File: src/rtl/uart_word_echo_if.sv
// UART byte-side bundle for uart_word_echo: rx strobe/data, tx handshake,
// transform mode select and status outputs. master = echo engine, slave = environment.
interface uart_word_echo_if #(
   parameter int WORD_BYTES = 2,
   parameter int DEPTH      = 4
);
   logic                     rx_available;
   logic [7:0]               rx_data;
   logic                     tx_ready;
   logic [1:0]               mode;
   logic                     start_tx;
   logic [7:0]               tx_data;
   logic                     status_led;
   logic                     overflow;
   logic [$clog2(DEPTH):0]   words_stored;

   modport master (
      input  rx_available, rx_data, tx_ready, mode,
      output start_tx, tx_data, status_led, overflow, words_stored
   );

   modport slave (
      output rx_available, rx_data, tx_ready, mode,
      input  start_tx, tx_data, status_led, overflow, words_stored
   );
endinterface

File: src/rtl/uart_word_echo.sv
// UART word echo engine: packs rx bytes into words, buffers them in a FIFO and
// sends them back (optionally transformed) after a one-shot banner word.
// Ports: clk, reset (async, active-high), uart_io (uart_word_echo_if.master).
module uart_word_echo #(
   parameter int          WORD_BYTES = 2,
   parameter int          DEPTH      = 4,
   parameter int          TIMEOUT    = 100000,
   parameter logic [31:0] BANNER     = 32'h1234
) (
   input  logic             clk,
   input  logic             reset,
   uart_word_echo_if.master uart_io
);
   localparam int W  = 8 * WORD_BYTES;
   localparam int BW = (WORD_BYTES > 1) ? $clog2(WORD_BYTES) : 1;
   localparam int AW = $clog2(DEPTH);
   localparam int TW = $clog2(TIMEOUT + 1);

   localparam logic [BW-1:0] LAST    = BW'(WORD_BYTES - 1);
   localparam logic [TW-1:0] TLAST   = TW'(TIMEOUT - 1);
   localparam logic [AW:0]   FULL    = (AW + 1)'(DEPTH);
   localparam logic [W-1:0]  BANNERW = W'(BANNER);

   typedef enum logic [2:0] {
      BANNER_LOAD,
      IDLE,
      LOAD,
      SEND,
      WAIT
   } state_t;

   function automatic logic [W-1:0] xform(input logic [W-1:0] w,
                                          input logic [1:0]   m);
      logic [W-1:0] r;
      r = w;
      case (m)
         2'd1: r = w + 1'b1;
         2'd2: for (int i = 0; i < WORD_BYTES; i++)
                  r[8*i +: 8] = w[8*(WORD_BYTES-1-i) +: 8];
         2'd3: r = ~w;
         default: r = w;
      endcase
      return r;
   endfunction

   // rx assembly
   logic [BW-1:0] bcnt_q;
   logic [TW-1:0] timer_q;
   logic [W-1:0]  asm_q, asm_d;
   logic [W-1:0]  push_word_q;
   logic          push_q;
   logic          led_q;

   // fifo
   logic [W-1:0]  mem_q [DEPTH];
   logic [AW-1:0] wptr_q, rptr_q;
   logic [AW:0]   cnt_q;
   logic          ovf_q;
   logic          pop;
   logic          push_ok;

   // tx
   state_t        state_q;
   logic [W-1:0]  shreg_q;
   logic [BW-1:0] k_q;
   logic          start_q;
   logic [7:0]    txd_q;

   always_comb begin
      asm_d = asm_q;
      asm_d[8*bcnt_q +: 8] = uart_io.rx_data;
   end

   // Completed word is registered and pushed one cycle later; bcnt is
   // already back at 0, so a byte arriving on the push cycle starts a new word.
   always_ff @(posedge clk or posedge reset) begin
      if (reset) begin
         bcnt_q      <= '0;
         timer_q     <= '0;
         asm_q       <= '0;
         push_word_q <= '0;
         push_q      <= 1'b0;
         led_q       <= 1'b0;
      end else begin
         push_q <= 1'b0;
         if (uart_io.rx_available) begin
            timer_q <= '0;
            if (bcnt_q == LAST) begin
               bcnt_q      <= '0;
               asm_q       <= '0;
               push_word_q <= asm_d;
               push_q      <= 1'b1;
               led_q       <= 1'b1;
            end else begin
               bcnt_q <= bcnt_q + 1'b1;
               asm_q  <= asm_d;
            end
         end else if (bcnt_q != '0) begin
            if (timer_q == TLAST) begin
               bcnt_q  <= '0;
               timer_q <= '0;
               asm_q   <= '0;
            end else begin
               timer_q <= timer_q + 1'b1;
            end
         end
      end
   end

   // Only LOAD pops; it is entered only with a non-empty FIFO.
   assign pop     = (state_q == LOAD);
   assign push_ok = push_q && ((cnt_q != FULL) || pop);

   always_ff @(posedge clk) begin
      if (push_ok) mem_q[wptr_q] <= push_word_q;
   end

   always_ff @(posedge clk or posedge reset) begin
      if (reset) begin
         wptr_q <= '0;
         rptr_q <= '0;
         cnt_q  <= '0;
         ovf_q  <= 1'b0;
      end else begin
         if (push_ok) wptr_q <= wptr_q + 1'b1;
         if (pop)     rptr_q <= rptr_q + 1'b1;
         if (push_q && !push_ok) ovf_q <= 1'b1;
         case ({push_ok, pop})
            2'b10:   cnt_q <= cnt_q + 1'b1;
            2'b01:   cnt_q <= cnt_q - 1'b1;
            default: cnt_q <= cnt_q;
         endcase
      end
   end

   always_ff @(posedge clk or posedge reset) begin
      if (reset) begin
         state_q <= BANNER_LOAD;
         shreg_q <= '0;
         k_q     <= '0;
         start_q <= 1'b0;
         txd_q   <= '0;
      end else begin
         start_q <= 1'b0;
         case (state_q)
            BANNER_LOAD: begin
               shreg_q <= BANNERW;
               k_q     <= '0;
               state_q <= SEND;
            end
            IDLE: begin
               if (cnt_q != '0) state_q <= LOAD;
            end
            LOAD: begin
               shreg_q <= xform(mem_q[rptr_q], uart_io.mode);
               k_q     <= '0;
               state_q <= SEND;
            end
            SEND: begin
               if (uart_io.tx_ready) begin
                  start_q <= 1'b1;
                  txd_q   <= shreg_q[8*k_q +: 8];
                  state_q <= WAIT;
               end
            end
            WAIT: begin
               if (!uart_io.tx_ready) begin
                  k_q     <= k_q + 1'b1;
                  state_q <= (k_q == LAST) ? IDLE : SEND;
               end
            end
            default: state_q <= IDLE;
         endcase
      end
   end

   assign uart_io.start_tx     = start_q;
   assign uart_io.tx_data      = txd_q;
   assign uart_io.status_led   = led_q;
   assign uart_io.overflow     = ovf_q;
   assign uart_io.words_stored = cnt_q;
endmodule
File: src/flat_wrapper.sv
// flat-port wrapper written by rule: the top's interface ports become plain ports
module uart_word_echo_flat 
#(
   parameter int          WORD_BYTES = 2,
   parameter int          DEPTH      = 4,
   parameter int          TIMEOUT    = 100000,
   parameter logic [31:0] BANNER     = 32'h1234
)
  (clk, reset, uart_io_rx_available, uart_io_rx_data, uart_io_tx_ready, uart_io_mode, uart_io_start_tx, uart_io_tx_data, uart_io_status_led, uart_io_overflow, uart_io_words_stored);
  uart_word_echo_if #(.WORD_BYTES(WORD_BYTES), .DEPTH(DEPTH)) uart_io_i ();
  input  logic clk;
  input  logic reset;
  input wire logic [$bits(uart_io_i.rx_available)-1:0] uart_io_rx_available;
  input wire logic [$bits(uart_io_i.rx_data)-1:0] uart_io_rx_data;
  input wire logic [$bits(uart_io_i.tx_ready)-1:0] uart_io_tx_ready;
  input wire logic [$bits(uart_io_i.mode)-1:0] uart_io_mode;
  output wire logic [$bits(uart_io_i.start_tx)-1:0] uart_io_start_tx;
  output wire logic [$bits(uart_io_i.tx_data)-1:0] uart_io_tx_data;
  output wire logic [$bits(uart_io_i.status_led)-1:0] uart_io_status_led;
  output wire logic [$bits(uart_io_i.overflow)-1:0] uart_io_overflow;
  output wire logic [$bits(uart_io_i.words_stored)-1:0] uart_io_words_stored;
  assign uart_io_i.rx_available = uart_io_rx_available;
  assign uart_io_i.rx_data = uart_io_rx_data;
  assign uart_io_i.tx_ready = uart_io_tx_ready;
  assign uart_io_i.mode = uart_io_mode;
  assign uart_io_start_tx = uart_io_i.start_tx;
  assign uart_io_tx_data = uart_io_i.tx_data;
  assign uart_io_status_led = uart_io_i.status_led;
  assign uart_io_overflow = uart_io_i.overflow;
  assign uart_io_words_stored = uart_io_i.words_stored;
  uart_word_echo #(.WORD_BYTES(WORD_BYTES), .DEPTH(DEPTH), .TIMEOUT(TIMEOUT), .BANNER(BANNER)) u_core (.clk(clk), .reset(reset), .uart_io(uart_io_i));
endmodule
File: config.mk
export PLATFORM = sky130hd
export DESIGN_NAME = uart_word_echo_flat
export DESIGN_NICKNAME = d
export VERILOG_FILES = /design/src/rtl/uart_word_echo_if.sv /design/src/rtl/uart_word_echo.sv /design/src/flat_wrapper.sv
export SDC_FILE = /design/constraint.sdc
export NUM_CORES = 1
export LEC_CHECK = 0
export CAP_MARGIN = 15
export CORE_MARGIN = 2
export CORE_UTILIZATION = 60
export CTS_CLUSTER_SIZE = 24
export DETAILED_ROUTE_END_ITERATION = 8
export PLACE_DENSITY = 0.84
export REMOVE_ABC_BUFFERS = 1
export SLEW_MARGIN = 20
export SYNTH_ARGS = -nofsm -noshare
export SYNTH_HDL_FRONTEND = slang
export SYNTH_SLANG_ARGS = --single-unit
File: constraint.sdc
create_clock -name clk -period 3.6 [get_ports clk]
set_input_delay 0.36 -clock clk [delete_from_list [all_inputs] [get_ports clk]]
set_output_delay 0.36 -clock clk [all_outputs]
set_load 0.01 [all_outputs]
# After elaboration in Yosys (flattened, before gate mapping)
# Memories as Yosys holds them, arrays and structs flattened.
# Index checks and enable logic that the tools add are counted.
[classes]
add_sub_neg = 9
n_eq_ne = 14
shift = 3
muxes = 28
bitwise = 1
reduce_logical = 17
[op_table]
columns = ["op", "n"]
rows = [
  ["2-to-1 mux 16 bit", 4],
  ["2-to-1 mux 17 bit", 3],
  ["case mux 16 bit (3 select lines)", 1],
  ["negator 4 -> 34 bit", 1],
  ["variable shift 8 x 34 -> 16 bit, first input constant", 1],
  ["indexed part select 8 x 34 -> 16 bit", 1],
  ["case mux 16 bit (2 select lines)", 1],
  ["adder 17 x 1 -> 17 bit, second input constant", 1],
  ["equality test 17 bit, second input constant", 1],
  ["adder 16 x 1 -> 16 bit, second input constant", 1],
  ["bitwise mux 16 bit", 1],
  ["NOT 16 bit", 1],
  ["indexed part select 16 x 5 -> 8 bit", 1],
  ["case mux 3 bit (4 select lines)", 1],
  ["2-to-1 mux 1 bit", 11],
  ["nonzero test 2 bit", 5],
  ["2-to-1 mux 3 bit", 3],
  ["AND reduction 2 bit", 4],
  ["equality test 2 bit, second input constant", 3],
  ["equality test 3 x 2 -> 1 bit, second input constant", 2],
  ["case mux 3 bit (2 select lines)", 1],
  ["adder 2 x 1 -> 2 bit, second input constant", 2],
  ["equality test 2 x 1 -> 1 bit, second input constant", 2],
  ["inequality test 2 bit, second input constant", 2],
  ["other kinds (16)", 18],
]
[word_totals]
regBits = 89
ram_bits = 64
input_bits = 14
output_inout_bits = 14
memories = 1
[memory_table]
columns = ["memory", "depth", "width", "read_ports", "rd_clocked_by_memory_dff", "wr", "line", "rtl"]
rows = [
  ["u_core.mem_q", 4, 16, 1, 0, 1, "uart_word_echo.sv:55", "logic [W-1:0] mem_q [DEPTH];"],
]

# Longest topological paths before layout
# Gate-level depths: netlist of the first run.
[logic_depth]
word_depth = 5
mapped_depth = 8
depth_no_buf = 7

# Worst setup path before layout of the first run
# No wires, ideal clock.
[synth_timing]
kind = "register to register"
start = "register u_core.rptr_q[0]"
end = "register u_core.shreg_q[8]"
setup_ps = 122
arrival_ps = 2202
setup_slack_ps = 1276
stages_incl_launch_ff = 9
path_buffers = 1
period_less_slack_ps = 2324
cell_sequence = "dfrtp_1 -> buf_6 -> mux4_2 -> ha_1 -> nand2b_1 -> o22ai_1 -> and2_4 -> a311o_1 -> a32o_1"
[synth_between]
elab_chain_len = 4
elab_cells_between_ends = 5
cone_classes = "add/sub: 1; mux: 2; bitwise: 1; memory: 1"
[synth_lines]
columns = ["element", "line", "rtl"]
rows = [
  ["from (decl)", "uart_word_echo.sv:56", "logic [AW-1:0] wptr_q, rptr_q;"],
  ["from (signal assigned)", "uart_word_echo.sv:126", "if (pop) rptr_q <= rptr_q + 1'b1;"],
  ["memory (4 x 16 bit) *", "-", ""],
  ["adder 16 x 1 -> 16 bit or NOT 16 bit (tied branches)", "uart_word_echo.sv:37, uart_word_echo.sv:40", ""],
  ["case mux 16 bit (3 select lines) *", "uart_word_echo.sv:36", "case (m)"],
  ["case mux 16 bit (2 select lines) *", "uart_word_echo.sv:145", "case (state_q)"],
  ["to (signal assigned)", "uart_word_echo.sv:155", "shreg_q <= xform(mem_q[rptr_q], uart_io.mode);"],
  ["to (decl)", "uart_word_echo.sv:64", "logic [W-1:0] shreg_q;"],
]
# Mark *: on every way between the ends. The rest lies on a longest branch, timed or not.
# A chain may end at the register's enable or synchronous reset.

# Worst setup path in the final report of the first run
[layout_timing]
start = "register u_core.rptr_q[0]"
end = "register u_core.shreg_q[11]"
# The elaborated chain is that of the path after synthesis.

==> results of run 1 <==
layout by cell type, fill, tap and decap left out, types with 19 or more instances in the layout:
cell type / synthesis / layout
edfxtp_1: 64 / 64
inv_1: 20 / 19
mux2i_1: 19 / 19
nand2_1: 43 / 43
a21oi_1: 22 / 22
nor2_1: 19 / 19
dfrtp_1: 81 / 81
o21ai_0: 29 / 29
clkdlybuf4s50_1: 0 / 27
routing by layer:
layer | track usage, % | vias up
met5 | 0 | -
met4 | 9.890 | 0
met3 | 6.396 | 22
met2 | 40.68 | 158
met1 | 33.62 | 2180
li1 | - | 2038
report_power, final:
part | switching, mW | total, mW | internal [mW]
sequential | 0.303 | 2.43 | 2.13
combinational | 0.881 | 1.65 | 0.773
clock | 0.716 | 1.80 | 1.08
total | 1.90 | 5.88 | 3.98
cell families (layout without fill, tap and decap cells):
group | count (synthesis) | after routing | synth area share [%]
fa+ha+maj | 7 | 7 | 1.433
simple gates | 155 | 155 | 12.67
mux | 53 | 53 | 11.41
xor+xnor | 8 | 8 | 1.056
buf+inv | 51 | 86 | 3.300
flops | 145 | 145 | 59.52
compound gates | 106 | 106 | 10.60
critical path: cells and delay by family, from the launching register on:
kind | cells | cell delay (ns)
buffers and inverters | 1 | 0.34
DFF | 1 | 0.71
AOI/OAI and AO/OA | 1 | 0.31
muxes | 1 | 0.57
and+or+nand+nor | 2 | 0.54
xor gates and xnor gates | 1 | 0.14
sequential cells by signal, indices dropped and copies added, names as in the netlist:
| register | cells |
|---|---|
| u_core.wptr_q | 2 |
| u_core.uart_io.overflow | 1 |
| u_core.bcnt_q | 1 |
| u_core.uart_io.words_stored | 3 |
| u_core.push_q | 1 |
| u_core.timer_q | 17 |
| u_core.rptr_q | 2 |
| u_core.push_word_q | 16 |
| u_core.state_q | 3 |
| u_core.asm_q | 8 |
| u_core.uart_io.status_led | 1 |
| u_core.shreg_q | 16 |
| u_core.k_q | 1 |
| u_core.mem_q | 64 |
| u_core.uart_io.tx_data | 8 |
| u_core.uart_io.start_tx | 1 |
layout make-up:
type	instances	area [µm²]	area share [%]
clock buffer	20	467.9	6.157
multi-input combinational	329	2466	32.45
timing repair buffer	34	322.8	4.248
sequential	145	3949	51.96
clock inverter	12	141.4	1.860
inverter	20	77.57	1.021
tap	140	175.2	2.305
final timing paths:
path / end / cells past startpoint / slack (ns) / start
min reg2reg: u_core.uart_io.status_led / 1 / 0.47 / u_core.uart_io.status_led
max: u_core.shreg_q[11] / 6 / 0.88 / u_core.rptr_q[0]
min: u_core.state_q[2] / 2 / 0.31 / reset
max reg2reg: u_core.shreg_q[11] / 6 / 0.88 / u_core.rptr_q[0]
max in group asynchronous: u_core.push_word_q[13] / 3 / 2.49 / reset
min in group clk: u_core.asm_q[7] / 2 / 0.44 / uart_io_rx_data[7]
through the flow:
stage	setup WS, ns	util [%]	hold slack (ns)	instances	power, mW
after floorplan	0.7634	-	0.4264	494	3.528
after global placement	0.9085	64.76	0.4508	668	4.020
after detailed placement	0.8422	64.76	0.4578	668	4.106
after CTS	0.8357	70.40	0.3872	700	5.909
after global routing	0.7150	70.42	0.3981	700	6.207
final	0.8769	70.42	0.3068	700	5.880
==> impl_metrics.toml, run 1 <==
[run_status]
outcome = "finished, final reports clean"

[synth]
syn_avg_cell_area_um2 = 12.64
yosysSeqAreaShare_pct = 59.52
ys_ff_latch = 145
yosys_warnings = 0
yosys.cell_count.top_type = "dfrtp_1"
synth_top_cell_by_area = "dfrtp_1"
ys_top_cells_by_area = "dfrtp_1 (31%), edfxtp_1 (29%), mux4_2 (5.1%)"
synth_edf_count = 64
synth-async-reset-ratio_pct = 55.86
yosys.area.top_type_share_pct = 30.55
syn_area_mm2 = 0.006634
netlist_instances = 525
ys_types = 63
synthFlopType = "dfrtp_1"
ys_top_cells_by_count = "dfrtp_1 (81), edfxtp_1 (64), nand2_1 (43), o21ai_0 (29)"

[pwr]
vdd_drop_max_v = 0.0005897
pwr_density_cell_mw_per_mm2 = 773.7
total_leakage_power_nw = 2.932

[clock_tree]
clkTransAtPathRegs_ns = 0.06
cts_tree = "done"
clk_path_buf_depth = 2
hold_buffers = 0
cts_resized = 0
post_cts.repair.setup_buffers = 0
cts_root_buf = "clkbuf_8"
cts-buffers-inserted = 17
clock-sinks = 145
htreeDepth = 4
clk-insertion-delay-late_ns = 0.54

[global_route]
grt_overflow_total = 0
grt_pass1_wl_um = 22430
grt_max_degree = 59
grt_pass1_vias = 4341
grt.total_usage_pct = 25.40
antenna_found_initial = 0

[worst_setup_path]
cp-end-kind = "flip-flop"
crit_path_frequent_cell = "and4_1"
slowest_stage = "dfrtp_1"
criticalPathCategory = "reg2reg"
critical-path-max-stage-delay_ns = 0.71
worstSetupStartpointType = "flip-flop"
worstPathCellList = "buf_4, mux4_2, and4_1, and4_1, xnor2_1, a221o_1"
crit_fanout = 12
cp_data_arrival_time_ns = 3.15
cp.required_ns = 4.03

[detailed_routing]
wl_per_cell_um = 19.43
vias = 4398
drt_iter0_drc = 423
topRoutingLayerUsed = "met4"
route.detailed.drc = 0
dr_wl_met2_um = 6777
routed_via_density = 6.283
wl_met3_um = 751
first_pass_iters = 5
met1_length_um = 5828
wl_um = 13600
antenna_left = 0

[die]
initial_core_util_pct = 61.47
core-area_mm2 = 0.01079
chipWidth_um = 109.2
rows = 38
die_h_um = 109.2
die_area_mm2 = 0.01191
top_level_ports = 28

[timing]
hold_violations = 0
rsz0062_at_grt = "no"
min_period_over_period_pct = 75.64
max_freq_ghz = 0.3672
tightest_slew_ns = 1.038
worst_clock_skew_ns = 0.009242
period_needed_ns = 2.723
report.final.setup_viol = 0
tns_ns = 0
report.final.slew_viol_count = 0
slew_headroom_pct = 30.56

[placement]
dp_hpwl_um = 8863
portBuffers = 27
place_congestion = 0.9076
dpl_cell_area_mm2 = 0.006989

[finish]
n_fill_cell = 714
num_antenna_cells = 0
nets = 568
drive_above_1_share_pct = 14.11
final_cell_area_mm2 = 0.007600
syn_to_final_growth_pct = 14.56

[worst_hold_path]
min_path_type = "in2async"

[flow_run]
maxCapViolations = 0
Note: power is estimated with default switching activity, not from simulation.
==> run 2: changes to the inputs <==
==> constraint.sdc (replaced) <==
create_clock -name clk -period 2.8 [get_ports clk]
set_input_delay 0.28 -clock clk [delete_from_list [all_inputs] [get_ports clk]]
set_output_delay 0.28 -clock clk [all_outputs]
set_load 0.01 [all_outputs]
==> run 2 against run 1 <==
Compared with the run above:
- power increased by 31%
- clock power increased by 29%
- count of clock-buffer cells in the layout down 2
- via count is 3.4% higher
- core utilization increased by 0.97 points
- die area stayed put
- routed wire length increased by 6.8%
- fmax increased by 4.1%
- clock skew shrank 0.00070 ns
- non-clock buffer count rose by 12
- sequential cell count stayed put
==> impl_metrics.toml, run 2 (synthesis results as in run 1) <==
[finish]
layout_common_cells = "dfrtp_1 (81), edfxtp_1 (64), nand2_1 (43)"
final_cell_area_mm2 = 0.007705
largest_register_ffs = 64
drive_above_1_share_pct = 16.08
syn_to_final_growth_pct = 16.14
num_antenna_cells = 0
top_regs = "u_core.mem_q (64), u_core.timer_q (17)"
top_register = "u_core.mem_q"
nets = 580
layout_commonest_cell = "dfrtp_1"

[worst_hold_path]
min_path_type = "in2async"

[clock_tree]
cts_root_buf = "clkbuf_8"
clk-insertion-delay-late_ns = 0.52
hold_buffers = 0
post_cts.repair.setup_buffers = 0
htreeDepth = 4
clkTransAtPathRegs_ns = 0.06
cts-buffers-inserted = 17
clk_path_buf_depth = 2
cts_tree = "done"
cts_resized = 0
clock-sinks = 145

[die]
die_h_um = 109.2
top_level_ports = 28
core-area_mm2 = 0.01079
die_area_mm2 = 0.01191
rows = 38
initial_core_util_pct = 61.47
chipWidth_um = 109.2

[timing]
period_needed_ns = 2.616
tightest_slew_ns = 0.9305
report.final.slew_viol_count = 0
min_period_over_period_pct = 93.42
worst_clock_skew_ns = 0.008543
hold_violations = 0
max_freq_ghz = 0.3823
slew_headroom_pct = 37.40
report.final.setup_viol = 0
rsz0062_at_grt = "no"

[worst_setup_path]
critical-path-max-stage-delay_ns = 0.58
cp-startpoint = "u_core.rptr_q[0]"
cp_data_arrival_time_ns = 3.01
reg2reg_depth = 6
cp-end-kind = "flip-flop"
criticalPathCategory = "reg2reg"
cp_num_buf_inv = 1
r2r-end = "u_core.shreg_q[11]"
r2r_start = "u_core.rptr_q[0]"
slowest_stage = "dfrtp_1"
worstSetupStartpointType = "flip-flop"
cp.depth = 6
worstPathCellList = "buf_4, mux4_2, and3_1, and4_1, xnor2_1, a221o_1"
crit_fanout = 8
critPathTopFamily = "simple AND/OR/NAND/NOR gates"
cp.required_ns = 3.20
reg2reg_slack_ns = 0.18
crit_end = "u_core.shreg_q[11]"

[global_route]
grt_max_degree = 51
grt_pass1_vias = 4376
grt_pass1_wl_um = 23200
grt_overflow_total = 0
grt.total_usage_pct = 26.04
antenna_found_initial = 0

[placement]
dpl_cell_area_mm2 = 0.007092
portBuffers = 27
place_congestion = 0.9438
dp_hpwl_um = 9133

[pwr]
pwr_density_cell_mw_per_mm2 = 1003
pwr-share-clk_pct = 30.2
cellInternalPower_mw = 5.206
swShare_pct = 32.64
p_sw_mw = 2.523
pwr-share-comb_pct = 29.5
power.total_mw = 7.728
vdd_drop_max_v = 0.0005655
seq_power_share_pct = 40.3
total_leakage_power_nw = 3.003

[detailed_routing]
wl_per_cell_um = 20.41
first_pass_iters = 5
route.detailed.drc = 0
vias = 4548
wl_um = 14530
antenna_left = 0
routed_via_density = 6.388
drt_iter0_drc = 362

[flow_run]
maxCapViolations = 0

[run_status]
outcome = "finished, final reports clean"
run 2: layout make-up:
cell class | instances | area (µm²)
multi-input combinational | 329 | 2466
inverter | 20 | 76.32
timing repair buffer | 46 | 425.4
tap | 140 | 175.2
clock buffer | 18 | 439.2
sequential | 145 | 3949
fill | 715 | 3088
clock inverter | 14 | 173.9
run 2: worst min path at each step:
stage,start,endpoint,slack (ns),depth (start not counted)
floorplan,uart_io_rx_available,u_core.timer_q[4],0.35,1
global placement,u_core.uart_io.status_led,u_core.uart_io.status_led,0.45,1
detailed placement,u_core.uart_io.status_led,u_core.uart_io.status_led,0.45,1
CTS,reset,u_core.state_q[1],0.15,2
global route,reset,u_core.state_q[0],0.18,2
finish,reset,u_core.shreg_q[15],0.14,2
run 2: per-layer routing:
layer  GRT usage [%]  wire (µm)
met1           35.77       6242
met2           42.06       7111
met3           5.738        852
met4           7.601        322
met5               0          0
run 2: metrics by stage:
stage	utilization [%]	instances	worst slack (ns)	hold WS, ns	TNS [ns]
global placement	65.71	680	0.2845	0.4495	0
global route	71.39	712	0.005659	0.1752	0
detailed placement	65.71	680	0.2149	0.4515	0
CTS	71.39	712	0.1922	0.1518	0
floorplan	-	494	-0.03663	0.3464	-0.03663
finish	71.39	712	0.1843	0.1356	0
run 2: power by group through the flow:
stage               logic [mW]  registers (mW)  clock network, mW
floorplan                 1.40            3.13                  0
global placement          2.14            3.10                  0
detailed placement        2.24            3.14                  0
CTS                       2.27            3.11               2.34
global route              2.49            3.17               2.45
finish                    2.28            3.11               2.33
